File: src/rtl/divider_unit_if.sv
// Request/response bundle between the M-extension controller and the divider.
interface divider_unit_if #(
    parameter int XLEN = 32
);
    logic            div_valid;
    logic [1:0]      DIVop;
    logic [XLEN-1:0] dividend;
    logic [XLEN-1:0] divisor;
    logic [XLEN-1:0] div_result;
    logic            div_ready;
    logic            div_busy;

    modport master (
        output div_valid, DIVop, dividend, divisor,
        input  div_result, div_ready, div_busy
    );

    modport slave (
        input  div_valid, DIVop, dividend, divisor,
        output div_result, div_ready, div_busy
    );
endinterface

File: src/rtl/divider_unit.sv
// RV32M DIV/DIVU/REM/REMU engine: radix-2 restoring division, one quotient bit
// per clock, with single-cycle fast paths for divide-by-zero and signed overflow.
module divider_unit #(
    parameter int XLEN = 32
) (
    input  logic          clk,
    input  logic          resetn,
    divider_unit_if.slave bus
);
    localparam logic [1:0] DIV_OP_DIV = 2'd0;
    localparam logic [1:0] DIV_OP_REM = 2'd2;
    localparam logic [XLEN-1:0] MIN_NEG = {1'b1, {(XLEN-1){1'b0}}};

    typedef enum logic [1:0] {
        IDLE = 2'd0,
        CALC = 2'd1,
        DONE = 2'd2
    } state_e;

    state_e          state_q, state_d;
    logic            is_rem_q, is_rem_d;
    logic            neg_quot_q, neg_quot_d;
    logic            neg_rem_q, neg_rem_d;
    logic [XLEN-1:0] quot_q, quot_d;
    logic [XLEN-1:0] rem_q, rem_d;
    logic [XLEN-1:0] dvs_q, dvs_d;
    logic [4:0]      cnt_q, cnt_d;
    logic [XLEN-1:0] result_q, result_d;

    logic            is_signed;
    logic [XLEN-1:0] abs_a, abs_b;
    logic [XLEN:0]   shifted, diff;
    logic [XLEN-1:0] quot_nx, rem_nx;

    always_comb begin
        is_signed = (bus.DIVop == DIV_OP_DIV) || (bus.DIVop == DIV_OP_REM);
        abs_a = (is_signed && bus.dividend[XLEN-1]) ? ('0 - bus.dividend) : bus.dividend;
        abs_b = (is_signed && bus.divisor[XLEN-1])  ? ('0 - bus.divisor)  : bus.divisor;

        // Partial remainder is below the divisor, so the shifted value needs one extra bit.
        shifted = {rem_q, quot_q[XLEN-1]};
        diff    = shifted - {1'b0, dvs_q};
        rem_nx  = diff[XLEN] ? shifted[XLEN-1:0] : diff[XLEN-1:0];
        quot_nx = {quot_q[XLEN-2:0], ~diff[XLEN]};
    end

    always_comb begin
        state_d    = state_q;
        is_rem_d   = is_rem_q;
        neg_quot_d = neg_quot_q;
        neg_rem_d  = neg_rem_q;
        quot_d     = quot_q;
        rem_d      = rem_q;
        dvs_d      = dvs_q;
        cnt_d      = cnt_q;
        result_d   = result_q;

        case (state_q)
            IDLE: begin
                if (bus.div_valid) begin
                    is_rem_d   = bus.DIVop[1];
                    neg_quot_d = is_signed && (bus.dividend[XLEN-1] ^ bus.divisor[XLEN-1]);
                    neg_rem_d  = is_signed && bus.dividend[XLEN-1];
                    quot_d     = abs_a;
                    dvs_d      = abs_b;
                    rem_d      = '0;
                    cnt_d      = 5'd31;
                    if (bus.divisor == '0) begin
                        result_d = bus.DIVop[1] ? bus.dividend : '1;
                        state_d  = DONE;
                    end else if (is_signed && bus.dividend == MIN_NEG && bus.divisor == '1) begin
                        result_d = bus.DIVop[1] ? '0 : MIN_NEG;
                        state_d  = DONE;
                    end else begin
                        state_d  = CALC;
                    end
                end
            end
            CALC: begin
                quot_d = quot_nx;
                rem_d  = rem_nx;
                cnt_d  = cnt_q - 5'd1;
                if (cnt_q == 5'd0) begin
                    if (is_rem_q) result_d = neg_rem_q  ? ('0 - rem_nx)  : rem_nx;
                    else          result_d = neg_quot_q ? ('0 - quot_nx) : quot_nx;
                    state_d = DONE;
                end
            end
            DONE:    state_d = IDLE;
            default: state_d = IDLE;
        endcase
    end

    always_ff @(posedge clk or negedge resetn) begin
        if (!resetn) begin
            state_q    <= IDLE;
            is_rem_q   <= 1'b0;
            neg_quot_q <= 1'b0;
            neg_rem_q  <= 1'b0;
            quot_q     <= '0;
            rem_q      <= '0;
            dvs_q      <= '0;
            cnt_q      <= '0;
            result_q   <= '0;
        end else begin
            state_q    <= state_d;
            is_rem_q   <= is_rem_d;
            neg_quot_q <= neg_quot_d;
            neg_rem_q  <= neg_rem_d;
            quot_q     <= quot_d;
            rem_q      <= rem_d;
            dvs_q      <= dvs_d;
            cnt_q      <= cnt_d;
            result_q   <= result_d;
        end
    end

    assign bus.div_result = result_q;
    assign bus.div_ready  = (state_q == DONE);
    assign bus.div_busy   = (state_q != IDLE);
endmodule

File: src/flat_wrapper.sv
// flat-port wrapper written by rule: the top's interface ports become plain ports
module divider_unit_flat 
#(
    parameter int XLEN = 32
)
  (clk, resetn, bus_div_valid, bus_DIVop, bus_dividend, bus_divisor, bus_div_result, bus_div_ready, bus_div_busy);
  divider_unit_if #(.XLEN(XLEN)) bus_i ();
  input  logic clk;
  input  logic resetn;
  input wire logic [$bits(bus_i.div_valid)-1:0] bus_div_valid;
  input wire logic [$bits(bus_i.DIVop)-1:0] bus_DIVop;
  input wire logic [$bits(bus_i.dividend)-1:0] bus_dividend;
  input wire logic [$bits(bus_i.divisor)-1:0] bus_divisor;
  output wire logic [$bits(bus_i.div_result)-1:0] bus_div_result;
  output wire logic [$bits(bus_i.div_ready)-1:0] bus_div_ready;
  output wire logic [$bits(bus_i.div_busy)-1:0] bus_div_busy;
  assign bus_i.div_valid = bus_div_valid;
  assign bus_i.DIVop = bus_DIVop;
  assign bus_i.dividend = bus_dividend;
  assign bus_i.divisor = bus_divisor;
  assign bus_div_result = bus_i.div_result;
  assign bus_div_ready = bus_i.div_ready;
  assign bus_div_busy = bus_i.div_busy;
  divider_unit #(.XLEN(XLEN)) u_core (.clk(clk), .resetn(resetn), .bus(bus_i));
endmodule
File: config.mk
export PLATFORM = sky130hd
export DESIGN_NAME = divider_unit_flat
export DESIGN_NICKNAME = d
export VERILOG_FILES = /design/src/rtl/divider_unit_if.sv /design/src/rtl/divider_unit.sv /design/src/flat_wrapper.sv
export SDC_FILE = /design/constraint.sdc
export NUM_CORES = 1
export LEC_CHECK = 0
export ABC_AREA = 0
export BUFFER_PORTS_ARGS = -buffer_cell sky130_fd_sc_hd__buf_2
export CAP_MARGIN = 20
export CORE_MARGIN = 3
export CORE_UTILIZATION = 29
export DETAILED_ROUTE_END_ITERATION = 6
export PLACE_DENSITY = 0.53
export SYNTH_ARGS = -nofsm -noshare
export SYNTH_HDL_FRONTEND = slang
export SYNTH_SLANG_ARGS = --single-unit
File: constraint.sdc
create_clock -name clk -period 5.4 [get_ports clk]
set_clock_uncertainty 0.1 [all_clocks]
set_input_delay 0.81 -clock clk [delete_from_list [all_inputs] [get_ports clk]]
set_output_delay 0.81 -clock clk [all_outputs]
set_load 0.02 [all_outputs]
After elaboration in Yosys (flattened, before gate mapping)

Cells that the tools add are included.

Add/subtract/negate cells: 6
Eq/ne operators: 8
Multiplexer cells: 24
Bitwise logic cells: 2
Reduce and logical (&&, ||, !) cells: 16

Operators with widths:

| operator              | count |
|---|---|
| $mux 32               | 14 |
| $pmux 32 s2           | 3 |
| $sub 1x32->32 const A | 4 |
| $eq 32x32->1 const B  | 2 |
| $sub 33x32->33        | 1 |
| $logic_not 32->1      | 1 |
| $pmux 5 s2            | 1 |
| $mux 2                | 4 |
| $reduce_and 2->1      | 3 |
| $logic_and 1x1->1     | 5 |
| $logic_not 5->1       | 1 |
| $mux 5                | 1 |
| $sub 5x1->5 const B   | 1 |
| $eq 2x2->1 const B    | 2 |
| $logic_not 2->1       | 2 |
| $pmux 2 s2            | 1 |
| $reduce_and 4->1      | 1 |
| $reduce_bool 2->1     | 2 |
| $ne 3x1->1 const B    | 1 |
| $eq 2x1->1 const B    | 1 |
| $ne 2x1->1 const B    | 1 |
| $ne 2x2->1 const B    | 1 |
| $logic_or 1x1->1      | 1 |
| $not 1->1             | 1 |
| $xor 1x1->1           | 1 |

Register bits: 138
Bits of input ports: 69
Output and inout port bits: 34

Logic depth before layout (Yosys ltp)

Word-level depth: 8
Gate-level depth with buffers: 25

Worst setup path before layout

Ideal clock, no wire load.

Path kind: reg-to-reg
From: register u_core.rem_q[26]
To: register u_core.result_q[30] (netlist: u_core.bus.div_result[30])
Library setup time: 0.124 ns
Arrival: 5.360 ns
Required time: 5.176 ns
Path slack: -0.184 ns
Stages on the path, launching flop included: 25
Clock period less this slack: 5.584 ns
Cells stage by stage: dfrtp_1 > ha_1 > buf_2 > and4_1 > and2_1 > a221o_1 > o2bb2ai_1 > a21oi_2 > nand2_2 > inv_1 > buf_2 > buf_1 > nor2_1 > a21oi_1 > ha_1 > inv_1 > or4_1 > or2_1 > or3_1 > nor3_1 > a41oi_1 > o41ai_1 > xnor2_1 > a21oi_1 > a211o_1

Cells in the longest elaborated chain, start to end: 7
Elaborated cells between the ends (all ways): 10

Ends and longest elaborated chain:

| what                                    | RTL line                               | text |
|---|---|---|
| start: declaration                      | divider_unit.sv:25                     | `logic [XLEN-1:0] rem_q, rem_d;` |
| start signal: assignment                | divider_unit.sv:111                    | `rem_q <= rem_d;` |
| $sub 33x32->33                          | divider_unit.sv:42                     | `diff = shifted - {1'b0, dvs_q};` |
| $mux 32 or $not 1->1 (tied branches)    | divider_unit.sv:43, divider_unit.sv:44 |  |
| $sub 1x32->32, on equally long branches | divider_unit.sv:84, divider_unit.sv:85 |  |
| $mux 32, on equally long branches       | divider_unit.sv:84, divider_unit.sv:85 |  |
| $mux 32 *                               | divider_unit.sv:84                     | `if (is_rem_q) result_d = neg_rem_q ? ('0 - rem_nx) : rem_nx;` |
| $mux 32 *                               | divider_unit.sv:83                     | `if (cnt_q == 5'd0) begin` |
| $pmux 32 s2 *                           | divider_unit.sv:58                     | `case (state_q)` |
| end signal: assignment                  | divider_unit.sv:114                    | `result_q <= result_d;` |
| end: declaration                        | divider_unit.sv:28                     | `logic [XLEN-1:0] result_q, result_d;` |

Mark *: on every way between the ends. The rest lies on a longest branch, timed or not. The select of a mux whose other input is x is not followed.
A chain may end at the register's enable or synchronous reset.

Final worst setup path

From: register u_core.dvs_q[26]
To: register u_core.result_q[28] (netlist: u_core.bus.div_result[28])

Cells in the longest elaborated chain, start to end: 7
Elaborated cells between the ends (all ways): 10

Ends and longest elaborated chain:

| what                                    | RTL line                               | text |
|---|---|---|
| start: declaration                      | divider_unit.sv:26                     | `logic [XLEN-1:0] dvs_q, dvs_d;` |
| start signal: assignment                | divider_unit.sv:112                    | `dvs_q <= dvs_d;` |
| $sub 33x32->33 *                        | divider_unit.sv:42                     |  |
| $mux 32 or $not 1->1 (tied branches)    | divider_unit.sv:43, divider_unit.sv:44 |  |
| $sub 1x32->32, on equally long branches | divider_unit.sv:84, divider_unit.sv:85 |  |
| $mux 32, on equally long branches       | divider_unit.sv:84, divider_unit.sv:85 |  |
| $mux 32 *                               | divider_unit.sv:84                     |  |
| $mux 32 *                               | divider_unit.sv:83                     |  |
| $pmux 32 s2 *                           | divider_unit.sv:58                     |  |

Marks and branches as above.

==> flow_summary.ini <==
[worst_setup_path]
end_kind = register
r2r_setup_slack_ps = 270
critPathMaxStageDelay_ps = 580
worstReg2RegEnd = u_core.bus.div_result[28]$_DFFE_PN0P_
timing.critical_path.from = u_core.dvs_q[26]$_DFFE_PN0P_
depth_of_the_worst_register_to_register_path = 20
critical_path_required_ps = 5670
worstPathCellList = inv_1, ha_1, and4_2, and2_1, a221o_1, o2bb2ai_1, a21oi_2, nand2_2, inv_2, nor2_1, a21oi_2, ha_1, inv_1, or4_4, or3_1, nor3_1, a21oi_1, nor4_1, mux2_2, o221ai_1
classification_of_the_worst_setup_path = register to register
path_delay_family = simple AND/OR/NAND/NOR gates
critical_path_buf_inv_count = 3
reg2reg_from = u_core.dvs_q[26]$_DFFE_PN0P_
critPathMaxFanout = 5
crit_end = u_core.bus.div_result[28]$_DFFE_PN0P_
worst_path_max_delay_cell = sky130_fd_sc_hd__nor4_1
worst-path-stages = 20
start_kind = register
critical_path_arrival_ps = 5400

[synthesis]
post_synth_fa_ha_maj_area_fraction_pct = 4.196
yosysWarningCount = 0
synth_largest_area_cell = sky130_fd_sc_hd__dfrtp_1
post_synth_mux_area_share_pct = 2.594
synth_seq_area_share_pct = 28.52
synth_compound_gate_area_share_pct = 28.53
synth_enable_flop_cells = 0
avgSynthCellArea_sq_um = 7.816
post_synth_most_frequent_cells = sky130_fd_sc_hd__nand2_1, sky130_fd_sc_hd__o21ai_0, sky130_fd_sc_hd__dfrtp_1, sky130_fd_sc_hd__nor2_1, sky130_fd_sc_hd__a21oi_1
post_synth_xor_area_fraction_pct = 9.549
ys_async_sr_fraction_pct = 100.0
synth_top_flop_cell = sky130_fd_sc_hd__dfrtp_1
combinational_family_with_the_most_area_after_synthesis = compound AO/OA/AOI/OAI gates
post_synth_and_or_nand_nor_area_fraction_pct = 21.73
syn_inst = 1549
yosysTopAreaCellShare_pct = 28.52
ys_seq_elements = 138
ys_top_cells_by_area = sky130_fd_sc_hd__dfrtp_1, sky130_fd_sc_hd__o21ai_0, sky130_fd_sc_hd__nand2_1, sky130_fd_sc_hd__xnor2_1, sky130_fd_sc_hd__xor2_1
synth_nets = 1658
post_synth_instance_area_sq_um = 12110
post-synth-top-count-cell = sky130_fd_sc_hd__nand2_1
yosysUniqueCellTypes = 97

[routing]
vias = 12450
met2_wirelength_mm = 21.39
dr_wl_met3_mm = 2.736
detail-route-antenna-nets = 0
wirelength_met1_mm = 21.24
highest-signal-layer = met5
first_iter_violations = 1356
post-route-drc-count = 0
avgViaCountPerCell = 5.694
wire_per_inst_microns = 21.31
number_of_search_and_repair_iterations_in_the_first_detailed_routing_pass = 5
finalWirelength_mm = 46.60

[placement]
place_area_sq_um = 13370
detailedPlacementHpwl_mm = 35.25
buffer_ports.inserted = 102
place.gp.congestion = 0.9234

[pwr]
vdd_ir_max_mv = 0.4461
total_leakage_power_nw = 5.717
power_density_nw_per_um2 = 741.1

[timing]
setup_viol = 0
tightest_slew_ps = 1024
timing.final.crit_period_ps = 5133
final_min_period_over_clock_period_pct = 95.05
slew_viol_final = 0
rsz0062_at_grt = false
post_route_setup_tns_ps = 0
achievable-frequency_ghz = 0.1948
relative_max_transition_margin_pct = 31.59
hold_viol_final = 0

[cts]
h-tree-depth = 4
cts-hold-fix-buffers = 0
cts_inserted_buffers = 17
clock_sink_count = 138
clkSlewWorstSetupHoldPaths_ps = 70
cts_tree = done
cts_root_buf = sky130_fd_sc_hd__clkbuf_16
clock_latency_ps = 450
ctsLongestPathBuffers = 2

[cells_and_area]
design_area_sq_um = 14000
area_delta_synth_final_pct = 15.68
drive_above_1_share_pct = 15.48
finish.net_count = 1750

[global_route]
first_global_vias = 11950
antenna_found_initial = 3
overflow = 0
global_route_wire_length_before_repair_mm = 71.50
pin_count_of_the_biggest_net_entering_global_routing = 97
global_route.usage.total_pct = 20.74

[floorplan]
die_area_sq_um = 44230
floorplan.initialDensity_pct = 29.52
chipWidth_microns = 210.3
ios = 103
floorplan.die.height_microns = 210.3
core_area_sq_um = 41020
core.rowCount = 74

[run_status]
run_status = finished, final reports clean

[min_path]
holdCritPathClass = input port to asynchronous set/reset pin

[flow_run]
max_cap_violations = 0
## worst min-delay path by stage
stage,depth (start not counted),to,slack (ps),start
2_1_floorplan,2,u_core.dvs_q[10]$_DFFE_PN0P_,350,u_core.dvs_q[10]$_DFFE_PN0P_
3_3_place_gp,2,u_core.bus.div_result[21]$_DFFE_PN0P_,360,u_core.bus.div_result[21]$_DFFE_PN0P_
3_5_place_dp,2,u_core.dvs_q[19]$_DFFE_PN0P_,370,u_core.dvs_q[19]$_DFFE_PN0P_
4_1_cts,2,u_core.dvs_q[19]$_DFFE_PN0P_,390,u_core.dvs_q[19]$_DFFE_PN0P_
5_1_grt,2,u_core.bus.div_result[6]$_DFFE_PN0P_,400,u_core.bus.div_result[6]$_DFFE_PN0P_
6_report,1,u_core.bus.div_result[17]$_DFFE_PN0P_,370,resetn
## logic make-up (layout without fill, tap and decap cells)
group | after synthesis | after routing
simple gates | 531 | 531
compound gates | 530 | 530
buf+inv | 147 | 252
flops | 138 | 138
xor+xnor | 132 | 132
fa+ha+maj | 40 | 40
mux | 31 | 31
other cells | 0 | 1
## through the flow
step	hold slack [ps]	setup slack, ps	util [%]	power, mW	cells
floorplan	349.8	1.997	-	6.771	1549
global placement	361.4	171.2	32.59	8.970	2152
detailed placement	371.1	101.4	32.59	9.011	2152
CTS	385.8	74.86	33.98	10.25	2184
global route	395.2	12.28	34.14	11.15	2187
finish	371.2	267.1	34.14	10.38	2187
## power breakdown
part | switching [mW] | internal [mW]
Sequential | 0.467 | 1.47
Combinational | 4.66 | 2.59
Clock | 0.529 | 0.666
Total | 5.65 | 4.73
## final cells by class
class,instances,area (sq um)
Fill cell,4364,27010
Multi-Input combinational cell,1264,8135
Sequential cell,138,3455
Timing Repair Buffer,160,952.2
Tap cell,532,665.6
Clock buffer,21,460.4
Inverter,60,225.2
Clock inverter,11,108.9
Antenna cell,1,2.502
## cells in the final DEF, fill, tap and decap left out, types with 6 or more instances in the layout
cell                        instances
sky130_fd_sc_hd__o21ai_1           10
sky130_fd_sc_hd__nor2b_1           13
sky130_fd_sc_hd__a21oi_2            7
sky130_fd_sc_hd__nand2b_1          12
sky130_fd_sc_hd__or2_2              9
sky130_fd_sc_hd__buf_4             58
sky130_fd_sc_hd__o211ai_1          21
sky130_fd_sc_hd__a21o_1            18
sky130_fd_sc_hd__mux2i_1           28
sky130_fd_sc_hd__xor2_1            66
sky130_fd_sc_hd__o31ai_1           23
sky130_fd_sc_hd__clkbuf_16         17
sky130_fd_sc_hd__nand4_1           20
sky130_fd_sc_hd__and2_1            13
sky130_fd_sc_hd__o21a_1            11
sky130_fd_sc_hd__o21ai_0          183
sky130_fd_sc_hd__a31oi_1           20
sky130_fd_sc_hd__a22oi_1           29
sky130_fd_sc_hd__xnor2_1           66
sky130_fd_sc_hd__nor3_1            36
sky130_fd_sc_hd__o211a_1            6
sky130_fd_sc_hd__nand3_1           22
sky130_fd_sc_hd__ha_1              34
sky130_fd_sc_hd__or4_1             13
sky130_fd_sc_hd__nand2_1          194
sky130_fd_sc_hd__buf_2            101
sky130_fd_sc_hd__dfrtp_1          137
sky130_fd_sc_hd__a211oi_1          14
sky130_fd_sc_hd__a211o_1            6
sky130_fd_sc_hd__nor4_1            21
sky130_fd_sc_hd__and4_1             7
sky130_fd_sc_hd__or3_1             25
sky130_fd_sc_hd__a21oi_1           90
sky130_fd_sc_hd__o41ai_1           13
sky130_fd_sc_hd__inv_1             57
sky130_fd_sc_hd__nor2_1           107
## routing by layer
metal | vias up | GRT usage (%)
met1 | 6063 | 28.68
met5 | - | 0
li1 | 5866 | -
met3 | 77 | 3.617
met2 | 443 | 33.04
met4 | 4 | 6.626
## sequential cells by signal (all words and copies together), names as in the netlist
| name | flops |
|---|---|
| u_core.bus.div_result | 32 |
| u_core.dvs_q | 32 |
| u_core.quot_q | 32 |
| u_core.rem_q | 32 |
| u_core.cnt_q | 5 |
| u_core.state_q | 2 |
| u_core.is_rem_q | 1 |
| u_core.neg_quot_q | 1 |
| u_core.neg_rem_q | 1 |
## what timing repair did
action	4_1_cts	5_1_grt
resized for setup	0	17
buffers inserted	0	1
hold endpoints to repair	0	0
endpoints found under the setup margin	0	4
Power figures use the tool's default switching activity.
